<file path="src/rtl/lighthouse_sync_decoder.sv">
`default_nettype none
// +-----------------------------------------------------------------------------+
// | lighthouse_sync_decoder : decodes sync A/B pulse widths into OOTX bits,     |
// | picks the sweeping base station and emits one tagged sweep per frame.       |
// | Optional statistics counters: define LH_DECODE_STATS_EN.                    |
// | Revision: 1.0                                                               |
// +-----------------------------------------------------------------------------+
module lighthouse_sync_decoder #(
  parameter int COUNTER_WIDTH = 32,
  parameter int SYNC_BASE     = 1000,
  parameter int SYNC_STEP     = 167
) (
  input  logic                     clk,
  input  logic                     reset,
  input  logic [COUNTER_WIDTH-1:0] sync_A_time,
  input  logic [COUNTER_WIDTH-1:0] sync_B_time,
  input  logic [COUNTER_WIDTH-1:0] sweep_time,
  input  logic                     complete,
  output logic                     out_valid,
  input  logic                     out_ready,
  output logic                     out_station,
  output logic                     out_axis,
  output logic                     out_data_a,
  output logic                     out_data_b,
  output logic [COUNTER_WIDTH-1:0] out_sweep,
  output logic [15:0]              frame_count,
  output logic [15:0]              drop_count
);

  localparam logic [COUNTER_WIDTH-1:0] C_T0   = COUNTER_WIDTH'(SYNC_BASE - SYNC_STEP / 2);
  localparam logic [COUNTER_WIDTH-1:0] C_STEP = COUNTER_WIDTH'(SYNC_STEP);

  typedef enum logic [1:0] {
    IDLE   = 2'd0,
    DEC_A  = 2'd1,
    DEC_B  = 2'd2,
    SELECT = 2'd3
  } state_t;

  state_t                     r_state;
  state_t                     w_next;
  logic                       r_complete_q;
  logic                       r_new_frame;
  logic [3:0]                 r_k;
  logic [COUNTER_WIDTH-1:0]   r_thr;
  logic [COUNTER_WIDTH-1:0]   r_width;
  logic [COUNTER_WIDTH-1:0]   r_sync_b;
  logic [COUNTER_WIDTH-1:0]   r_sweep;
  logic [2:0]                 r_code;
  logic                       r_valid_lo;
  logic [2:0]                 r_code_a;
  logic                       r_valid_a;
  logic [2:0]                 r_code_b;
  logic                       r_valid_b;

  logic w_ge;
  logic w_last;
  logic w_decoding;
  logic w_sel_a;
  logic w_sel_b;
  logic w_load;

  assign w_ge       = (r_width >= r_thr);
  assign w_last     = (r_k == 4'd8);
  assign w_decoding = (r_state == DEC_A) || (r_state == DEC_B);
  assign w_sel_a    = r_valid_a & ~r_code_a[2];
  assign w_sel_b    = r_valid_b & ~r_code_b[2];
  assign w_load     = (r_state == SELECT) & (w_sel_a | w_sel_b) & (~out_valid | out_ready);

  // Registered edge pulse: a level already high when reset releases never counts.
  always_ff @(posedge clk or posedge reset) begin
    if (reset) begin
      r_complete_q <= 1'b1;
      r_new_frame  <= 1'b0;
    end else begin
      r_complete_q <= complete;
      r_new_frame  <= complete & ~r_complete_q;
    end
  end

  always_ff @(posedge clk or posedge reset) begin
    if (reset) r_state <= IDLE;
    else       r_state <= w_next;
  end

  always_comb begin
    w_next = r_state;
    case (r_state)
      IDLE:    if (r_new_frame) w_next = DEC_A;
      DEC_A:   if (w_last) w_next = DEC_B;
      DEC_B:   if (w_last) w_next = SELECT;
      SELECT:  w_next = IDLE;
      default: w_next = IDLE;
    endcase
  end

  // One threshold per cycle: k=0 checks the lower bound, k=1..7 count code steps,
  // k=8 checks the upper bound and hands off to the next sync.
  always_ff @(posedge clk or posedge reset) begin
    if (reset) begin
      r_k        <= '0;
      r_thr      <= '0;
      r_width    <= '0;
      r_sync_b   <= '0;
      r_sweep    <= '0;
      r_code     <= '0;
      r_valid_lo <= 1'b0;
      r_code_a   <= '0;
      r_valid_a  <= 1'b0;
      r_code_b   <= '0;
      r_valid_b  <= 1'b0;
    end else if (r_state == IDLE) begin
      if (r_new_frame) begin
        r_width  <= sync_A_time;
        r_sync_b <= sync_B_time;
        r_sweep  <= sweep_time;
        r_thr    <= C_T0;
        r_k      <= '0;
      end
    end else if (w_decoding) begin
      if (w_last) begin
        r_k   <= '0;
        r_thr <= C_T0;
        if (r_state == DEC_A) begin
          r_code_a  <= r_code;
          r_valid_a <= r_valid_lo & ~w_ge;
          r_width   <= r_sync_b;
        end else begin
          r_code_b  <= r_code;
          r_valid_b <= r_valid_lo & ~w_ge;
        end
      end else begin
        r_k   <= r_k + 4'd1;
        r_thr <= r_thr + C_STEP;
        if (r_k == 4'd0) begin
          r_valid_lo <= w_ge;
          r_code     <= '0;
        end else begin
          r_code <= r_code + {2'b00, w_ge};
        end
      end
    end
  end

  always_ff @(posedge clk or posedge reset) begin
    if (reset) begin
      out_valid   <= 1'b0;
      out_station <= 1'b0;
      out_axis    <= 1'b0;
      out_data_a  <= 1'b0;
      out_data_b  <= 1'b0;
      out_sweep   <= '0;
    end else if (w_load) begin
      out_valid   <= 1'b1;
      out_station <= ~w_sel_a;
      out_axis    <= w_sel_a ? r_code_a[0] : r_code_b[0];
      out_data_a  <= r_valid_a & r_code_a[1];
      out_data_b  <= r_valid_b & r_code_b[1];
      out_sweep   <= r_sweep;
    end else if (out_ready) begin
      out_valid   <= 1'b0;
    end
  end

`ifdef LH_DECODE_STATS_EN
  logic        w_drop;
  logic [15:0] r_frame_count;
  logic [15:0] r_drop_count;

  assign w_drop = (r_state == SELECT) & ~w_load;

  always_ff @(posedge clk or posedge reset) begin
    if (reset) begin
      r_frame_count <= '0;
      r_drop_count  <= '0;
    end else begin
      if (w_load && (r_frame_count != 16'hFFFF)) r_frame_count <= r_frame_count + 16'd1;
      if (w_drop && (r_drop_count != 16'hFFFF))  r_drop_count  <= r_drop_count + 16'd1;
    end
  end

  assign frame_count = r_frame_count;
  assign drop_count  = r_drop_count;
`else
  assign frame_count = '0;
  assign drop_count  = '0;
`endif

endmodule
`default_nettype wire

</file>
<file path="config.mk">
export PLATFORM = sky130hd
export DESIGN_NAME = lighthouse_sync_decoder
export DESIGN_NICKNAME = d
export VERILOG_FILES = /design/src/rtl/lighthouse_sync_decoder.sv
export SDC_FILE = /design/constraint.sdc
export NUM_CORES = 1
export LEC_CHECK = 0
export BUFFER_PORTS_ARGS = -buffer_cell sky130_fd_sc_hd__buf_2
export CORE_MARGIN = 2
export CORE_UTILIZATION = 56
export DETAILED_ROUTE_END_ITERATION = 6
export PLACE_DENSITY = 0.87
export SLEW_MARGIN = 20
export SYNTH_ARGS = -nofsm -noshare
export SYNTH_HDL_FRONTEND = slang
export SYNTH_SLANG_ARGS = --single-unit
</file>
<file path="constraint.sdc">
create_clock -name clk -period 6.56 [get_ports clk]
set_input_delay 0 -clock clk [delete_from_list [all_inputs] [get_ports clk]]
set_output_delay 0 -clock clk [all_outputs]
set_load 0.02 [all_outputs]
</file>
==> impl_metrics.yaml, run 1 <==
global_routing:
  met1_usage_pct: 33.8
  grt_pass1_vias: 7063
  grt_overflow_total: 0
  met3_usage_pct: 5.58
  top_usage_layer: "met2"
  grt_use_total_pct: 27.8
  grt_max_degree: 124
  grtUsageMet2_pct: 48.8
  antenna_found_initial: 1
  grt_pass1_wl_mm: 36.2
sta:
  max_slew_margin_pct: 33.3
  finClkSkew_ps: 16.5
  worst_pin_slew_ps: 1000
  fin_ws_ps: 3420
  finalSetupViolCount: 0
  max_freq_mhz: 318
  worst_hold_slack_ps: 26.3
  tns_ps: 0
  post-route-period-util_pct: 47.9
  maxSlewViolCount: 0
  hold_viol_final: 0
  period_needed_ps: 3140
  rsz0062_at_grt: "no"
synth:
  synth_top_area_cell: "dfrtp_1"
  synthCells: 780
  avgSynthCellArea_um2: 11.5
  ys_ff_latch: 185
  synth_common_cells: "dfrtp_1 (184), mux2_2 (105), nand2_1 (79)"
  synth_top_area_share_pct: 51.4
  synth_cell_types: 61
  async_flop_share_pct: 100
  synth_most_common_cell: "dfrtp_1"
  seq_area_frac_synth_pct: 51.7
  ys_top_cells_by_area: "dfrtp_1 (51%), mux2_2 (13%), ha_1 (5.9%), mux2i_1 (3.7%), nand2_1 (3.3%)"
  synth.yosys.warnings: 0
  synth-main-ff-cell: "dfrtp_1"
  synth-edff-count: 0
  syn_area_um2: 8950
routing:
  drt_pre_antenna_iters: 5
  via_per_inst: 5.64
  vias: 6979
  drt-wirelength-per-cell_um: 18.8
  drt-total-wl_mm: 23.2
  drc: 0
  ant_nets: 0
  dr.first_iter.drc_count: 518
placed_design:
  gp_congestion: 0.840
  port_buffers: 136
  place_ws_ps: 3560
  dp_hpwl_mm: 12.5
cts:
  cts_max_level: 4
  clkTransAtPathRegs_ps: 70
  cts_sinks: 185
  insertion_delay_ps: 450
  cts_root_buf: "clkbuf_16"
  cts_buffer_depth: 2
  cts-buffers-inserted: 17
  cts_tree: "yes"
floorplanning:
  start_util_pct: 56.8
  die_w_um: 130
  die_y_um: 130
  ios: 169
  core-area_um2: 15800
  rows: 46
  die_area_um2: 17000
setup_path:
  rr_startpoint: "r_state[0]"
  slowest_delay_ps: 660
  cp-end-kind: "flip-flop"
  crit_top_cell: "buf_4"
  reg2regPathDepth: 10
  required_ps: 6910
  cp-start-kind: "flip-flop"
  worst-setup-path-type: "reg2reg"
  endpoint: "r_width[6]"
  crit_fanout: 42
  crit_start: "r_state[0]"
  slowest_stage: "mux2i_4"
  path_cells: "inv_1 > ha_2 > buf_4 > mux2i_4 > a21oi_2 > buf_4 > o21ai_4 > buf_16 > nand2_1 > o21ai_0"
  ff2ff_setup_slack_ps: 3420
  cp_data_arrival_time_ps: 3490
  regToRegEndpoint: "r_width[6]"
finish:
  drive_gt1_share_pct: 29.4
  fin_nets: 1149
  utilization_pct: 71.8
  areaGrowthSynthToFinish_pct: 26.5
power_and_ir_drop:
  p_leak_nw: 5.41
  ir_worst_vdd_mv: 0.276
  totalPowerFinal_mw: 4.95
  power.density_nw_per_um2: 437
min_path:
  hp-start: "sync_A_time[14]"
  hold_class: "in2reg"
run:
  drv_cap: 0
status:
  outcome: "completed"
==> worst min path at each step <==
stage	to	cells past startpoint
CTS	r_width[14]	3
detailed placement	r_complete_q	1
global route	r_width[14]	3
finish	r_width[14]	3
floorplan	r_complete_q	0
global placement	r_complete_q	1
==> through the flow <==
step / cell area (um2) / cells
2_1_floorplan: 9070 / 811
3_3_place_gp: 9690 / 1105
3_5_place_dp: 9720 / 1106
4_1_cts: 11300 / 1236
5_1_grt: 11300 / 1237
6_report: 11300 / 1237
==> layer usage <==
layer	vias up	part of all wire, %	wire length, um
li1	3140	-	-
met1	3459	39	9060
met2	321	52	12100
met3	59	5.5	1270
met4	0	3.1	722
met5	-	0	0
==> final cells by class <==
| class | count | area [um2] |
|---|---|---|
| multi-input cells | 522 | 3920 |
| diodes | 1 | 2.50 |
| clock inverters | 14 | 181 |
| clock buffers | 18 | 439 |
| flip-flops and latches | 185 | 4630 |
| fillers | 1008 | 4440 |
| inverters | 42 | 165 |
| well taps | 216 | 270 |
| repair buffers | 239 | 1720 |
==> worst max-delay path, delay by kind of cell (launching register included) <==
kind	cells	cell delay, ps
multiplexers	1	660
AND/OR/NAND/NOR	1	110
buffers and inverters	4	1180
flip-flops	1	420
adder cells (fa/ha/maj)	1	170
AO/OA/AOI/OAI	3	460
==> placed cells by master, fill, tap and decap left out, types with 27 or more instances in the layout <==
| cell type | Yosys | routed |
|---|---|---|
| dfrtp_1 | 184 | 184 |
| buf_2 | 14 | 136 |
| dlygate4sd3_1 | 0 | 98 |
| ha_1 | 42 | 41 |
| mux2i_1 | 33 | 33 |
| conb_1 | 1 | 32 |
| a21oi_1 | 27 | 27 |
| nand2_1 | 79 | 78 |
| inv_1 | 41 | 40 |
| nor2_1 | 28 | 28 |
| mux2_2 | 105 | 105 |
| o21ai_0 | 44 | 44 |
==> kinds of logic after synthesis <==
group | after synthesis | synth area share [%]
compound gates | 122 | 8.57
xor+xnor | 12 | 1.17
fa+ha+maj | 42 | 5.87
buf+inv | 104 | 5.98
flops | 185 | 51.7
mux | 140 | 17.3
other cells | 1 | 0.0419
simple gates | 174 | 9.35
==> state kept, by name, indices dropped and copies added, names as in the netlist <==
signal        cells
r_valid_b         1
r_sweep          32
out_sweep        32
r_complete_q      1
r_thr            32
r_valid_a         1
r_code_a          3
out_data_b        1
r_width          32
r_new_frame       1
out_station       1
r_code            3
out_valid         1
r_state           2
r_k               4
r_code_b          3
r_sync_b         32
r_valid_lo        1
out_data_a        1
out_axis          1
==> where the power goes <==
part / internal [mW] / switching (mW)
Clock: 0.590 / 0.501
Combinational: 0.836 / 1.12
Sequential: 1.58 / 0.320
==> timing repair <==
| item | CTS | global route |
|---|---|---|
| hold buffers | 98 | 0 |
| resized for setup | 0 | 0 |
| setup buffers | 0 | 0 |
| hold endpoints to repair | 219 | 0 |
Power figures use the tool's default switching activity.
==> run 2, diff against run 1 <==
- ABC_AREA: default -> 1
- CORE_UTILIZATION: 56 -> 51
- PLACE_DENSITY: 0.87 -> 0.84
- clock period: 6.56 -> 2.6 ns (I/O delays scaled with it)
==> run 2 against run 1 <==
  * Highest routed layer unchanged
  * Critical path type unchanged
  * Fmax increased by 32%
  * Combinational power increased to 2.6 times the previous value
  * Sequential cell count unchanged
  * First-iteration DRC count increased by 47%
  * Critical endpoint is now r_width[2]
  * Worst setup slack got worse by 3200 ps
==> impl_metrics.yaml, run 2 <==
routing:
  ant_nets: 0
  wl_met1_mm: 9.63
  dr.first_iter.drc_count: 759
  drt_pre_antenna_iters: 7
  drc: 0
  met3WireLength_mm: 1.63
  via_per_inst: 5.28
  top_layer: "met4"
  drt-total-wl_mm: 23.4
  wl_met2_mm: 11.4
  drt-wirelength-per-cell_um: 15.4
  vias: 8026
cts:
  hold_buffers: 97
  cts_resized: 0
  insertion_delay_ps: 440
  cts_buffer_depth: 2
  cts-buffers-inserted: 17
  post_cts_buffers: 0
  cts_root_buf: "clkbuf_16"
  clkTransAtPathRegs_ps: 80
  cts_sinks: 185
  cts_tree: "yes"
  cts_max_level: 4
sta:
  maxSlewViolCount: 0
  max_slew_margin_pct: 29.2
  rsz0062_at_grt: "no"
  hold_viol_final: 0
  worst_pin_slew_ps: 1060
  finClkSkew_ps: 14.0
  finalSetupViolCount: 0
  period_needed_ps: 2380
  max_freq_mhz: 419
  tns_ps: 0
  worst_hold_slack_ps: 22.2
  post-route-period-util_pct: 91.7
status:
  outcome: "completed"
floorplanning:
  rows: 49
  ios: 169
  die_w_um: 139
  start_util_pct: 51.7
  die_y_um: 139
  core-area_um2: 17900
  die_area_um2: 19200
synth:
  synth_top_area_share_pct: 49.8
  synth-edff-count: 0
  synth_top_area_cell: "dfrtp_1"
  synth_common_cells: "nand2_1 (277), dfrtp_1 (184), inv_1 (100)"
  ys_top_cells_by_area: "dfrtp_1 (50%), nand2_1 (11%), ha_1 (5.7%), mux2_2 (5.5%), inv_1 (4.1%)"
  seq_area_frac_synth_pct: 50.1
  synth_most_common_cell: "nand2_1"
  synthCells: 1050
  synth.yosys.warnings: 0
  synth-main-ff-cell: "dfrtp_1"
  syn_area_um2: 9250
  ys_ff_latch: 185
  async_flop_share_pct: 100
  avgSynthCellArea_um2: 8.81
  synth_cell_types: 36
setup_path:
  cp-start-kind: "flip-flop"
  crit_start: "r_state[0]"
  required_ps: 2920
  cp_data_arrival_time_ps: 2700
  rr_startpoint: "r_state[0]"
  worst-setup-path-type: "reg2reg"
  crit_fanout: 64
  cp-end-kind: "flip-flop"
power_and_ir_drop:
  p_leak_nw: 5.90
  power_frac_comb_pct: 40.9
  power.density_nw_per_um2: 1090
  pwr-share-clk_pct: 20.6
  ir_worst_vdd_mv: 0.904
  p_seq_share_pct: 38.5
  p_int_mw: 7.41
  switching_power_mw: 5.20
  switching_share_pct: 41.2
finish:
  drive_gt1_share_pct: 18.8
  fin_nets: 1419
  fin_area_um2: 11600
  mostFrequentLayoutCells: "nand2_1 (276), dfrtp_1 (184), buf_2 (136)"
  utilization_pct: 64.7
  multi_input_area_um2: 3890
  register_area_um2: 4630
  final_common_cell: "nand2_1"
  final.fill_count: 1327
  instances_no_fill: 1520
  areaGrowthSynthToFinish_pct: 25.2
placed_design:
  gp_congestion: 0.881
  port_buffers: 136
  dp_hpwl_mm: 14.5
  dp_cells: 1390
  dpl-instance-area_um2: 10000
global_routing:
  antenna_found_initial: 1
  grt_use_total_pct: 24.8
  grt_pass1_wl_mm: 38.9
  grt_max_degree: 84
  grt_overflow_total: 0
  grt_pass1_vias: 8064
min_path:
  hp-start: "sync_A_time[13]"
  hold_class: "in2reg"
run:
  drv_cap: 0
[run 2: cell count changes in the layout (fill, tap and decap cells not counted), moves of 6 or more]
cell / change
nor2_1: +68
o21a_1: +30
a21oi_1: +20
xnor2_1: -9
o21ai_0: +14
mux2_2: -60
buf_4: +6
nor3_1: +16
inv_1: +59
mux2i_1: -32
nand3_1: +13
nand2_1: +198
[run 2: cells by family (layout without fill, tap and decap cells)]
logic type | after synthesis | count (layout) | share of synthesized area (%)
muxes | 46 | 46 | 5.59
DFF | 185 | 185 | 50.1
other | 1 | 33 | 0.0406
buffers and inverters | 173 | 382 | 9.17
adders and majority gates | 42 | 42 | 5.68
and+or+nand+nor | 446 | 446 | 19.8
xor gates and xnor gates | 1 | 1 | 0.0947
AOI/OAI and AO/OA | 156 | 156 | 9.55
[run 2: power by group through the flow]
stage                     Combinational (mW)  Clock [mW]  Sequential [mW]
after floorplan                         3.56           0             4.91
after global placement                  4.68           0             4.79
after detailed placement                4.91           0             4.85
after CTS                               5.06        2.61             4.81
after global routing                    5.80        2.74             4.99
final                                   5.15        2.60             4.86
[run 2: path summary, 6_finish.rpt]
path / slack [ps] / cells after the start / end
setup / recovery: 220 / 9 / r_width[2]
hold / removal: 20 / 4 / r_width[13]
setup reg to reg: 220 / 9 / r_width[2]
hold reg to reg: 460 / 2 / out_sweep[30]
max in group asynchronous: 1540 / 4 / r_sync_b[24]
min in group asynchronous: 180 / 3 / r_width[0]
[run 2: routing by layer]
layer | vias to the layer above | track usage (%)
li1 | 3784 | -
met5 | - | 0
met4 | 0 | 11.5
met3 | 61 | 5.97
met1 | 3823 | 31.2
met2 | 358 | 40.6
[run 2: final cells by class]
| class | instances | area share, % |
|---|---|---|
| well taps | 229 | 2.47 |
| multi-input cells | 723 | 33.6 |
| diodes | 1 | 0.0216 |
| clock inverters | 15 | 1.52 |
| inverters | 105 | 3.44 |
| flip-flops and latches | 185 | 40.0 |
| clock buffers | 17 | 3.67 |
| repair buffers | 245 | 15.3 |
[run 2: worst max-delay path, stage by stage, from the launching register on]
cell and delay, ps:
dfrtp_1 400, inv_1 100, ha_1 240, inv_2 230
nand2_2 110, nand2_2 100, nand2_4 70, nor2_8 600
nand2_1 210, o21a_1 180
[run 2: per-stage QoR]
stage / power, mW / setup slack [ps]
after floorplan: 8.47 / 222
final: 12.6 / 215
after detailed placement: 9.76 / 329
after global routing: 13.5 / 27.3
after global placement: 9.48 / 405
after CTS: 12.5 / 308
==> run 3, diff against run 2 <==
- CORE_UTILIZATION: 51 -> 52
- CTS_BUF_LIST: default -> sky130_fd_sc_hd__clkbuf_8
- PLACE_DENSITY: 0.84 -> 0.85
==> run 3 against run 2 <==
  * First-iteration DRC count shrank 21%
  * Utilization grew 0.94 points
  * Register-to-register slack gained 120 ps
  * Combinational power grew 1%
  * Clock skew grew 15 ps
  * Sequential cell count is the same
  * Via count shrank 1.8%
  * Non-clock buffer count grew 1
  * Critical path type unchanged
==> impl_metrics.yaml, run 3 (same netlist as run 2, synthesis figures left out) <==
status:
  outcome: "completed"
placed_design:
  gp_congestion: 0.864
  dp_cells: 1385
  place_ws_ps: 395
  dp_hpwl_mm: 14.3
  dpl-instance-area_um2: 10000
  port_buffers: 136
floorplanning:
  ios: 169
  core-area_um2: 17400
  die_area_um2: 18900
  rows: 48
  die_y_um: 137
  die_w_um: 137
  start_util_pct: 53.3
setup_path:
  reg2regPathDepth: 9
  crit_fanout: 46
  cp-start-kind: "flip-flop"
  ff2ff_setup_slack_ps: 330
  cp_data_arrival_time_ps: 2640
  cp-end-kind: "flip-flop"
  regToRegEndpoint: "r_width[28]"
  rr_startpoint: "r_state[0]"
  required_ps: 2980
  worst-setup-path-type: "reg2reg"
min_path:
  hp-start: "complete"
  holdPathEnd: "r_complete_q"
  hold_depth: 2
  hold_class: "in2reg"
cts:
  clkTransAtPathRegs_ps: 110
  cts-buffers-inserted: 17
  cts_root_buf: "clkbuf_8"
  cts_buffer_depth: 2
  cts_max_level: 4
  post_cts_buffers: 0
  cts_resized: 0
  insertion_delay_ps: 480
  cts_sinks: 185
  cts_tree: "yes"
finish:
  final_common_cell: "nand2_1"
  fin_nets: 1420
  final.fill_count: 1295
  drive_gt1_share_pct: 18.7
  fin_area_um2: 11400
  areaGrowthSynthToFinish_pct: 23.1
  instances_no_fill: 1517
  utilization_pct: 65.6
  mostFrequentLayoutCells: "nand2_1 (276), dfrtp_1 (184), buf_2 (136)"
routing:
  vias: 7878
  drt_pre_antenna_iters: 5
  drt-wirelength-per-cell_um: 15.5
  ant_nets: 0
  drt-total-wl_mm: 23.6
  dr.first_iter.drc_count: 601
  drc: 0
  via_per_inst: 5.19
sta:
  period_needed_ps: 2270
  max_slew_margin_pct: 32.8
  fin_ws_ps: 335
  worst_hold_slack_ps: 186
  maxSlewViolCount: 0
  hold_viol_final: 0
  max_freq_mhz: 441
  tns_ps: 0
  rsz0062_at_grt: "no"
  finalSetupViolCount: 0
  finClkSkew_ps: 28.8
  post-route-period-util_pct: 87.1
  worst_pin_slew_ps: 1010
power_and_ir_drop:
  ir_worst_vdd_mv: 0.728
  p_leak_nw: 5.82
  totalPowerFinal_mw: 12.0
  power.density_nw_per_um2: 1050
global_routing:
  grt_overflow_total: 0
  grt_max_degree: 186
  grtUsageMet2_pct: 44.3
  met3_usage_pct: 6.11
  met1_usage_pct: 31.1
  grt_pass1_vias: 8021
  grt_pass1_wl_mm: 37.7
  grt_use_total_pct: 25.9
  top_usage_layer: "met2"
  antenna_found_initial: 0
run:
  drv_cap: 0
-- run 3: cell count changes in the layout (fill, tap and decap cells not counted), sizes merged --
cell / change
buf: -1
dlygate4sd3: +2
inv: +2
clkbuf: +2
clkinv: -3
clkinvlp: -1
-- run 3: worst max-delay path, cell delays in order, from the launching register on --
cell and delay (ps):
dfrtp_1 420, inv_1 100, ha_1 370, nand2_2 90, nand2_2 250, nand2_4 160
nor2_8 270, buf_12 250, o21ai_0 140, o21a_1 130
-- run 3: what timing repair did --
action,4_1_cts,5_1_grt
hold endpoints to repair,283,0
setup endpoints to repair,0,0
hold buffers,99,0
-- run 3: power by group --
part           total [mW]  internal (mW)  switching, mW
combinational        5.20           2.04           3.16
sequential           4.88           4.10          0.785
clock                1.91          0.759           1.16
-- run 3: layout make-up --
class | count | area (um2) | area share (%)
diodes | 1 | 2.50 | 0.0220
clock buffers | 19 | 262 | 2.30
clock inverters | 13 | 130 | 1.14
inverters | 105 | 398 | 3.49
multi-input cells | 723 | 3890 | 34.2
flip-flops and latches | 185 | 4630 | 40.7
well taps | 225 | 282 | 2.47
repair buffers | 246 | 1790 | 15.7
-- run 3: per-layer routing --
metal	vias to the layer above	share of wire, %
met5	-	0
met4	0	3.0
met3	62	5.5
met2	306	50
met1	3737	41
li1	3773	-
-- run 3: how the worst max path moves through the flow --
| stage | endpoint | cells after the start | start | slack, ps |
|---|---|---|---|---|
| 6_report | r_width[28] | 9 | r_state[0] | 330 |
| 5_1_grt | r_code[1] | 14 | r_thr[5] | 90 |
| 4_1_cts | r_width[30] | 9 | r_state[0] | 380 |
| 3_5_place_dp | r_width[30] | 9 | r_state[0] | 400 |
| 3_3_place_gp | r_code[1] | 14 | r_thr[5] | 440 |
| 2_1_floorplan | out_axis | 1 | reset | 220 |
